==> src/rtl/spi_controller_if.sv <==
// Host-side bus and SPI pins of the SPI mode-0 controller.
// The controller connects through the slave modport.
// The surrounding system, or a bench, connects through the master modport.
interface spi_controller_if #(
    parameter int MAX_LEN = 4
);
    logic                   start;
    logic [2:0]             length;
    logic [8*MAX_LEN-1:0]   tx_data;
    logic [8*MAX_LEN-1:0]   rx_data;
    logic                   busy;
    logic                   done;
    logic                   spi_sclk;
    logic                   spi_cs_n;
    logic                   spi_tx;
    logic                   spi_rx;

    modport master (
        output start, length, tx_data, spi_rx,
        input  rx_data, busy, done, spi_sclk, spi_cs_n, spi_tx
    );

    modport slave (
        input  start, length, tx_data, spi_rx,
        output rx_data, busy, done, spi_sclk, spi_cs_n, spi_tx
    );
endinterface

==> src/rtl/spi_controller.sv <==
// SPI mode-0 master for the PET clone.
// Shifts up to MAX_LEN bytes out MSB-first, byte 0 first, and captures as many bytes back.
// Each SCLK half-period lasts CLK_DIV clk cycles.
// Every SPI pin comes straight from a flop.
module spi_controller #(
    parameter int CLK_DIV = 4,
    parameter int MAX_LEN = 4
) (
    input  logic            clk,
    input  logic            reset,
    spi_controller_if.slave bus
);
    localparam int CW = $clog2(CLK_DIV);
    localparam int BW = (MAX_LEN > 1) ? $clog2(MAX_LEN) : 1;
    localparam logic [CW-1:0] HALF_LAST = CW'(CLK_DIV - 1);

    typedef enum logic [2:0] {
        IDLE,
        SETUP,
        HIGH,
        LOW,
        HOLD,
        GAP
    } state_t;

    state_t               state;
    state_t               state_n;

    logic [CW-1:0]        half_cnt;
    logic [2:0]           bit_cnt;
    logic [BW-1:0]        byte_cnt;
    logic [BW-1:0]        last_byte;
    logic [BW-1:0]        last_byte_n;
    logic [31:0]          len_clamped;

    logic [7:0]           tx_mem [MAX_LEN];
    logic [6:0]           shift_in;
    logic [8*MAX_LEN-1:0] rx_q;

    logic                 sclk_q;
    logic                 cs_n_q;
    logic                 tx_q;
    logic                 busy_q;
    logic                 done_q;

    logic                 phase_end;
    logic                 last_bit;
    logic                 next_tx;
    logic                 load;
    logic                 load_empty;
    logic                 rise;
    logic                 fall_next;
    logic                 fall_last;
    logic                 cs_release;
    logic                 finish;

    // Clamp the requested byte count and turn it into the index of the last byte.
    always_comb begin
        len_clamped = {29'd0, bus.length};
        if (len_clamped > MAX_LEN) begin
            len_clamped = MAX_LEN;
        end
        last_byte_n = BW'(len_clamped - 32'd1);
    end

    // Pick the MOSI bit for the next falling edge; after bit 0 the next byte's MSB follows.
    always_comb begin
        phase_end = (half_cnt == HALF_LAST);
        last_bit  = (bit_cnt == 3'd7) && (byte_cnt == last_byte);
        if (bit_cnt == 3'd7) begin
            next_tx = tx_mem[byte_cnt + BW'(1)][7];
        end else begin
            next_tx = tx_mem[byte_cnt][3'd6 - bit_cnt];
        end
    end

    // State register.
    always_ff @(posedge clk) begin
        if (reset) begin
            state <= IDLE;
        end else begin
            state <= state_n;
        end
    end

    // Next-state decode and the one-cycle control strobes for the datapath.
    always_comb begin
        state_n    = state;
        load       = 1'b0;
        load_empty = 1'b0;
        rise       = 1'b0;
        fall_next  = 1'b0;
        fall_last  = 1'b0;
        cs_release = 1'b0;
        finish     = 1'b0;
        case (state)
            IDLE: begin
                if (bus.start && !done_q) begin
                    if (bus.length == 3'd0) begin
                        load_empty = 1'b1;
                    end else begin
                        load    = 1'b1;
                        state_n = SETUP;
                    end
                end
            end
            SETUP: begin
                if (phase_end) begin
                    rise    = 1'b1;
                    state_n = HIGH;
                end
            end
            HIGH: begin
                if (phase_end) begin
                    if (last_bit) begin
                        fall_last = 1'b1;
                        state_n   = HOLD;
                    end else begin
                        fall_next = 1'b1;
                        state_n   = LOW;
                    end
                end
            end
            LOW: begin
                if (phase_end) begin
                    rise    = 1'b1;
                    state_n = HIGH;
                end
            end
            HOLD: begin
                if (phase_end) begin
                    cs_release = 1'b1;
                    state_n    = GAP;
                end
            end
            GAP: begin
                if (phase_end) begin
                    finish  = 1'b1;
                    state_n = IDLE;
                end
            end
            default: begin
                state_n = IDLE;
            end
        endcase
    end

    // Half-period, bit and byte counters.
    // The half-period counter restarts at every phase change and rests at 0 while idle.
    always_ff @(posedge clk) begin
        if (reset) begin
            half_cnt  <= '0;
            bit_cnt   <= 3'd0;
            byte_cnt  <= '0;
            last_byte <= '0;
        end else begin
            if (state == IDLE || phase_end) begin
                half_cnt <= '0;
            end else begin
                half_cnt <= half_cnt + CW'(1);
            end
            if (load) begin
                bit_cnt   <= 3'd0;
                byte_cnt  <= '0;
                last_byte <= last_byte_n;
            end else if (fall_next) begin
                bit_cnt <= bit_cnt + 3'd1;
                if (bit_cnt == 3'd7) begin
                    byte_cnt <= byte_cnt + BW'(1);
                end
            end
        end
    end

    // Latch the outgoing bytes at start.
    // On each rising SCLK, shift MISO in and commit a finished byte to its slot.
    always_ff @(posedge clk) begin
        if (reset) begin
            shift_in <= 7'd0;
            rx_q     <= '0;
            for (int i = 0; i < MAX_LEN; i++) begin
                tx_mem[i] <= 8'h00;
            end
        end else begin
            if (load) begin
                for (int i = 0; i < MAX_LEN; i++) begin
                    tx_mem[i] <= bus.tx_data[8*i +: 8];
                end
            end
            if (rise) begin
                shift_in <= {shift_in[5:0], bus.spi_rx};
                if (bit_cnt == 3'd7) begin
                    for (int i = 0; i < MAX_LEN; i++) begin
                        if (byte_cnt == BW'(i)) begin
                            rx_q[8*i +: 8] <= {shift_in, bus.spi_rx};
                        end
                    end
                end
            end
        end
    end

    // Registered SPI pins and handshake flags.
    always_ff @(posedge clk) begin
        if (reset) begin
            sclk_q <= 1'b0;
            cs_n_q <= 1'b1;
            tx_q   <= 1'b0;
            busy_q <= 1'b0;
            done_q <= 1'b0;
        end else begin
            done_q <= finish | load_empty;
            if (rise) begin
                sclk_q <= 1'b1;
            end else if (fall_next || fall_last) begin
                sclk_q <= 1'b0;
            end
            if (load) begin
                cs_n_q <= 1'b0;
                busy_q <= 1'b1;
                tx_q   <= bus.tx_data[7];
            end else begin
                if (cs_release) begin
                    cs_n_q <= 1'b1;
                end
                if (finish) begin
                    busy_q <= 1'b0;
                end
                if (fall_next) begin
                    tx_q <= next_tx;
                end
            end
        end
    end

    assign bus.spi_sclk = sclk_q;
    assign bus.spi_cs_n = cs_n_q;
    assign bus.spi_tx   = tx_q;
    assign bus.busy     = busy_q;
    assign bus.done     = done_q;
    assign bus.rx_data  = rx_q;

endmodule

==> src/flat_wrapper.sv <==
// flat-port wrapper written by rule: the top's interface ports become plain ports
module spi_controller_flat 
#(
    parameter int CLK_DIV = 4,
    parameter int MAX_LEN = 4
)
  (clk, reset, bus_start, bus_length, bus_tx_data, bus_spi_rx, bus_rx_data, bus_busy, bus_done, bus_spi_sclk, bus_spi_cs_n, bus_spi_tx);
  spi_controller_if #(.MAX_LEN(MAX_LEN)) bus_i ();
  input  logic clk;
  input  logic reset;
  input wire logic [$bits(bus_i.start)-1:0] bus_start;
  input wire logic [$bits(bus_i.length)-1:0] bus_length;
  input wire logic [$bits(bus_i.tx_data)-1:0] bus_tx_data;
  input wire logic [$bits(bus_i.spi_rx)-1:0] bus_spi_rx;
  output wire logic [$bits(bus_i.rx_data)-1:0] bus_rx_data;
  output wire logic [$bits(bus_i.busy)-1:0] bus_busy;
  output wire logic [$bits(bus_i.done)-1:0] bus_done;
  output wire logic [$bits(bus_i.spi_sclk)-1:0] bus_spi_sclk;
  output wire logic [$bits(bus_i.spi_cs_n)-1:0] bus_spi_cs_n;
  output wire logic [$bits(bus_i.spi_tx)-1:0] bus_spi_tx;
  assign bus_i.start = bus_start;
  assign bus_i.length = bus_length;
  assign bus_i.tx_data = bus_tx_data;
  assign bus_i.spi_rx = bus_spi_rx;
  assign bus_rx_data = bus_i.rx_data;
  assign bus_busy = bus_i.busy;
  assign bus_done = bus_i.done;
  assign bus_spi_sclk = bus_i.spi_sclk;
  assign bus_spi_cs_n = bus_i.spi_cs_n;
  assign bus_spi_tx = bus_i.spi_tx;
  spi_controller #(.CLK_DIV(CLK_DIV), .MAX_LEN(MAX_LEN)) u_core (.clk(clk), .reset(reset), .bus(bus_i));
endmodule
==> config.mk <==
export PLATFORM = sky130hd
export DESIGN_NAME = spi_controller_flat
export DESIGN_NICKNAME = d
export VERILOG_FILES = /design/src/rtl/spi_controller_if.sv /design/src/rtl/spi_controller.sv /design/src/flat_wrapper.sv
export SDC_FILE = /design/constraint.sdc
export NUM_CORES = 1
export LEC_CHECK = 0
export CAP_MARGIN = 20
export CORE_MARGIN = 2
export CORE_UTILIZATION = 35
export CTS_CLUSTER_SIZE = 24
export DETAILED_ROUTE_END_ITERATION = 12
export GPL_TIMING_DRIVEN = 0
export HOLD_SLACK_MARGIN = 0.08
export PLACE_DENSITY = 0.62
export SLEW_MARGIN = 15
export SYNTH_ARGS = -nofsm -noshare
export SYNTH_HDL_FRONTEND = slang
export SYNTH_SLANG_ARGS = --single-unit
export TNS_END_PERCENT = 50
==> constraint.sdc <==
create_clock -name clk -period 2.1 [get_ports clk]
set_input_delay 0.42 -clock clk [delete_from_list [all_inputs] [get_ports clk]]
set_output_delay 0.42 -clock clk [all_outputs]
set_load 0.005 [all_outputs]
* After elaboration in Yosys (flattened, before gate mapping)
Memories as Yosys holds them, arrays and structs flattened. A register that Yosys moved wholly into a read port is not among the register bits. Index checks and enable logic that the tools add are counted.
Word-level totals: flip-flop bits (word level) 56, memory bits (writable) 32, input port bits 39, memories kept 1
Memory list:
- u_core.tx_mem | words 4, bits a word 8, read ports 2, clocked after memory_dff 1, write ports 4, RTL line spi_controller.sv:36 | logic [7:0] tx_mem [MAX_LEN];
Operators by class: add/sub/neg operators 5, $lt $le $gt $ge 2, eq/ne operators 17, muxes and demuxes 47, bitwise logic cells 5, reductions and logical operators 21
Operator list (count):
- 2-to-1 mux 8 bit | 4
- 2-to-1 mux 1 bit | 31
- 2-to-1 mux 3 bit | 7
- case mux 3 bit (5 select lines) | 1
- AND reduction 3 bit | 4
- inequality test 2 x 1 -> 1 bit, second input constant | 5
- equality test 3 bit, second input constant | 3
- nonzero test 2 bit | 4
- equality test 2 bit, second input constant | 3
- equality test 3 x 2 -> 1 bit, second input constant | 2
- zero test 3 bit | 2
- 2-to-1 mux 2 bit | 3
- AND reduction 6 bit | 1
- OR reduction 2 bit | 3
- bitwise OR 1 bit | 5
- adder 2 x 1 -> 2 bit, second input constant | 2
- < comparator 3 x 4 -> 1 bit, second input constant | 1
- adder 3 x 1 -> 3 bit, second input constant | 1
- binary-select mux 1 bit (select 3 bit) | 1
- equality test 3 x 1 -> 1 bit, second input constant | 1
- > comparator 3 bit, second input constant | 1
- subtractor 3 bit, first input constant | 1
- equality test 2 x 1 -> 1 bit, second input constant | 1
- equality test 2 bit | 1
- 7 further kinds | 9

* Logic depth before layout (Yosys ltp)
word-level depth 8, mapped depth 8, depth with buffers taken out 6

* Least setup slack after synthesis
No wires, ideal clock.
path type register to register, from register u_core.state[0], to memory u_core.tx_mem[0][0], enable pin, library setup time 406 ps, arrival time 1931 ps, required time 1694 ps, slack -237 ps, stages on the path, launching flop included 6, path buffers 2, period minus slack after synthesis 2337 ps, path through dfxtp_1 > buf_6 > nor3_4 > nand4bb_1 > nand2b_1 > clkbuf_1
RTL lines:
- start: declaration | RTL line spi_controller.sv:26 | state_t state;
- start signal: assignment | RTL line spi_controller.sv:82 | state <= state_n;
- end: declaration | RTL line spi_controller.sv:36

* Worst setup path in the final report
from register u_core.half_cnt[0], to register u_core.rx_q[0], in the netlist u_core.bus.rx_data[0]
Between the ends: word-level cells in the longest chain between the ends 4
RTL lines:
- start: declaration | RTL line spi_controller.sv:29 | logic [CW-1:0] half_cnt;
- start signal: assignment | RTL line spi_controller.sv:160 | half_cnt <= half_cnt + CW'(1);
- equality test 2 bit | RTL line spi_controller.sv:68 | phase_end = (half_cnt == HALF_LAST);
- 2-to-1 mux 1 bit | RTL line spi_controller.sv:108, spi_controller.sv:125
- 2-to-1 mux 1 bit
- AND reduction 3 bit (no line)
- end signal: indexed assignment | RTL line spi_controller.sv:195 | rx_q[8*i +: 8] <= {shift_in, bus.spi_rx};
- end: declaration | RTL line spi_controller.sv:38 | logic [8*MAX_LEN-1:0] rx_q;
Every way passes these cells. A chain may end at the register's enable or synchronous reset.

==> results.sh <==
export IMPL_hold_depth=1
export IMPL_synthAdderAreaFrac_pct=2.62
export IMPL_nets=469
export IMPL_p_int_mw=2.55
export IMPL_antenna_found_initial=0
export IMPL_grt_start_max_net_pins=39
export IMPL_min_path_type="reg -> reg"
export IMPL_avgSynthCellArea_um2=11.3
export IMPL_clkTransAtPathRegs_ps=100
export IMPL_register_area_um2=2120
export IMPL_crit_path_start="u_core.half_cnt[0]"
export IMPL_multi_input_area_um2=1610
export IMPL_final_cells=567
export IMPL_syn2layout_area_growth_pct=29.8
export IMPL_drtPass1Iterations=5
export IMPL_dieArea_um2=11800
export IMPL_drtIter0Drc=71
export IMPL_tns_ps=0
export IMPL_clock_tree_root_cell="clkbuf_8"
export IMPL_fillers=1054
export IMPL_power_density_nw_per_um2=678
export IMPL_final_area_um2=4960
export IMPL_ir_drop_mv=0.385
export IMPL_switching_power_mw=0.820
export IMPL_slew_violations=0
export IMPL_synthSimpleGateAreaFrac_pct=18.3
export IMPL_worst_slew_pin_slew_ps=577
export IMPL_clockPowerShare_pct=36.6
export IMPL_antenna_cells=0
export IMPL_cts_htree_levels=3
export IMPL_crit_cells=8
export IMPL_placed_cell_area_um2=4740
export IMPL_holdBufCountCts=0
export IMPL_reg2reg_depth=8
export IMPL_finalPower_mw=3.37
export IMPL_combPwrFrac_pct=7.0
export IMPL_max_slew_margin_pct=61.4
export IMPL_p_leak_nw=2.02
export IMPL_grt_pass1_vias=2693
export IMPL_holdWs_ps=448
export IMPL_synth_distinct_cells=48
export IMPL_yosysSeqAreaShare_pct=55.5
export IMPL_clk_latency_ps=360
export IMPL_place_inst=552
export IMPL_skew_ps=14.3
export IMPL_synth_top_family_by_area="simple AND/OR/NAND/NOR gates"
export IMPL_yosysTopAreaCellShare_pct=30.4
export IMPL_fmax_mhz=503
export IMPL_die_w_um=109
export IMPL_synth_edf_count=32
export IMPL_cts_buffer_depth=2
export IMPL_crit_path_cell_trace="ha_1 > buf_2 > nand2_1 > nor2_1 > buf_2 > nand3_2 > mux2i_1 > nor2_1"
export IMPL_num_rows=38
export IMPL_clock_sinks=90
export IMPL_globalplace_congestion=0.770
export IMPL_die_h_um=109
export IMPL_viasPerCell=4.79
export IMPL_status="finished clean"
export IMPL_maxCapViolations=0
export IMPL_initial_core_util_pct=35.6
export IMPL_yosys_register_bits=90
export IMPL_cp_max_fo=10
export IMPL_num_io_pins=76
export IMPL_r2r_slack_ps=110
export IMPL_max_stage_delay_ps=350
export IMPL_crit_path_end_kind="flop"
export IMPL_synth_nets=385
export IMPL_p_seq_share_pct=56.4
export IMPL_synth_area_top_cells="dfxtp_1, edfxtp_1, mux2i_1"
export IMPL_cts_made_buffers=9
export IMPL_hpwl_mm=5.63
export IMPL_slowest_stage="dfxtp_1"
export IMPL_drive_gt1_share_pct=8.67
export IMPL_setup_worst_path_class="reg -> reg"
export IMPL_path_buf_inv=2
export IMPL_antenna_left=0
export IMPL_worst_slack_ps=112
export IMPL_async_reset_ff_share_pct=0
export IMPL_final_core_util_pct=46.2
export IMPL_route_detailed_drc=0
export IMPL_final_period_utilization_pct=94.7
export IMPL_ys_flop_type="dfxtp_1"
export IMPL_yosysWarnings=0
export IMPL_routed_wl_mm=7.86
export IMPL_pre_cts_ws_ps=-459
export IMPL_startpoint_type="flop"
export IMPL_synth_compound_area_share_pct=5.20
export IMPL_vias=2717
export IMPL_core_um2=10700
export IMPL_cts_tree="yes"
export IMPL_min_period_ps=1990
export IMPL_hold_violations=0
export IMPL_rsz0062_at_grt="yes"
export IMPL_crit_family="simple AND/OR/NAND/NOR gates"
export IMPL_syn_inst=338
export IMPL_grt_pass1_wl_mm=13.1
export IMPL_worst_ep_required_time_ps=2340
export IMPL_synth_top_cell_by_area="dfxtp_1"
export IMPL_grt_use_total_pct=14.3
export IMPL_min_from="u_core.half_cnt[0]"
export IMPL_arrival_ps=2220
export IMPL_netlist_area_um2=3820
export IMPL_overflow=0
export IMPL_setup_viol=0
export IMPL_wl_per_cell_um=13.9
export IMPL_synth_mux_area_share_pct=14.5
export IMPL_r2r_start="u_core.half_cnt[0]"
export IMPL_p_sw_share_pct=24.3
export IMPL_synth_xor_area_share_pct=1.14
export IMPL_place_port_buffers=74
-- power groups by stage --
stage	sequential, mW	combinational, mW	clock [mW]
floorplan	1.93	0.122	0
global placement	1.94	0.234	0
detailed placement	1.94	0.239	0
CTS	1.90	0.240	1.26
global route	1.91	0.260	1.34
finish	1.90	0.235	1.23
-- path summary, 6_finish.rpt --
path                           endpoint
hold reg to reg      u_core.half_cnt[0]
hold / removal       u_core.half_cnt[0]
setup / recovery  u_core.bus.rx_data[0]
setup reg to reg  u_core.bus.rx_data[0]
-- cells in the mapped netlist, drive strengths merged (2+ instances only) --
library cell,n
inv,3
xor2,2
a311oi,2
ha,8
nand3,7
nand2,20
xnor2,3
clkbuf,13
mux2i,43
edfxtp,32
a21oi,14
mux4,5
nand3b,6
nor2,50
nand2b,4
buf,7
o21ai,2
nor3,2
or2,2
and2,33
dfxtp,58
o21a,2
-- sequential cells by signal, summed over array words and instances (netlist names), named ones only --
register and count:
u_core.half_cnt 2, u_core.shift_in 7, u_core.bus.rx_data 32, u_core.bus.spi_tx 1, u_core.bus.spi_sclk 1, u_core.state 3, u_core.bus.spi_cs_n 1, u_core.last_byte 2
u_core.bus.done 1, u_core.tx_mem 32, u_core.byte_cnt 2, u_core.bus.busy 1, u_core.bit_cnt 3
-- worst reg2reg max path, stage by stage (launching register included) --
cell and delay [ps]:
dfxtp_1 350, ha_1 140, buf_2 180, nand2_1 150, nor2_1 150, buf_2 260
nand3_2 320, mux2i_1 270, nor2_1 50
-- routing by layer --
metal	up-vias	routed length (µm)	GRT usage, %
met5	-	0	0
met3	10	419	3.01
met2	77	3770	24.1
met4	0	108	4.95
li1	1350	-	-
met1	1280	3560	18.2
-- placed cells by master, fill, tap and decap left out, types with 2 or more instances in the layout --
master,netlist,routed
a21oi_1,14,14
or2_2,2,2
clkbuf_8,0,9
buf_2,3,3
xor2_1,2,2
a311oi_1,2,2
nand3_1,4,4
nand2_1,20,20
mux4_2,5,5
xnor2_1,3,3
nor2_1,49,49
dfxtp_1,58,58
nand3_2,3,2
clkdlybuf4s50_1,0,74
inv_1,3,3
o21ai_0,2,2
ha_1,8,7
o21a_1,2,2
buf_4,2,2
clkbuf_1,13,11
nand2b_1,4,4
inv_8,0,2
and2_1,33,33
edfxtp_1,32,32
nand3b_1,6,6
mux2i_1,43,43
inv_6,0,2
-- layout make-up --
type                       instances  area share (%)
tap                              140            3.53
multi-input combinational        225            32.4
buffer                            19            1.89
clock buffer                      10            3.00
sequential                        90            42.7
timing repair buffer              74            14.9
inverter                           3           0.227
clock inverter                     6            1.31
-- repair_timing --
| item | 4_1_cts | 5_1_grt |
|---|---|---|
| cloned | 0 | 0 |
| resized for setup | 1 | 2 |
| buffers inserted | 0 | 0 |
| endpoints found under the setup margin | 32 | 36 |
| hold endpoints to repair | 0 | 0 |
-- cell families (layout without fill, tap and decap cells) --
logic type / count (synthesis) / after routing
mux: 49 / 49
xor+xnor: 5 / 5
compound gates: 30 / 30
flops: 90 / 90
buf+inv: 23 / 112
fa+ha+maj: 8 / 8
simple gates: 133 / 133
Note: power is estimated with default switching activity, not from simulation.
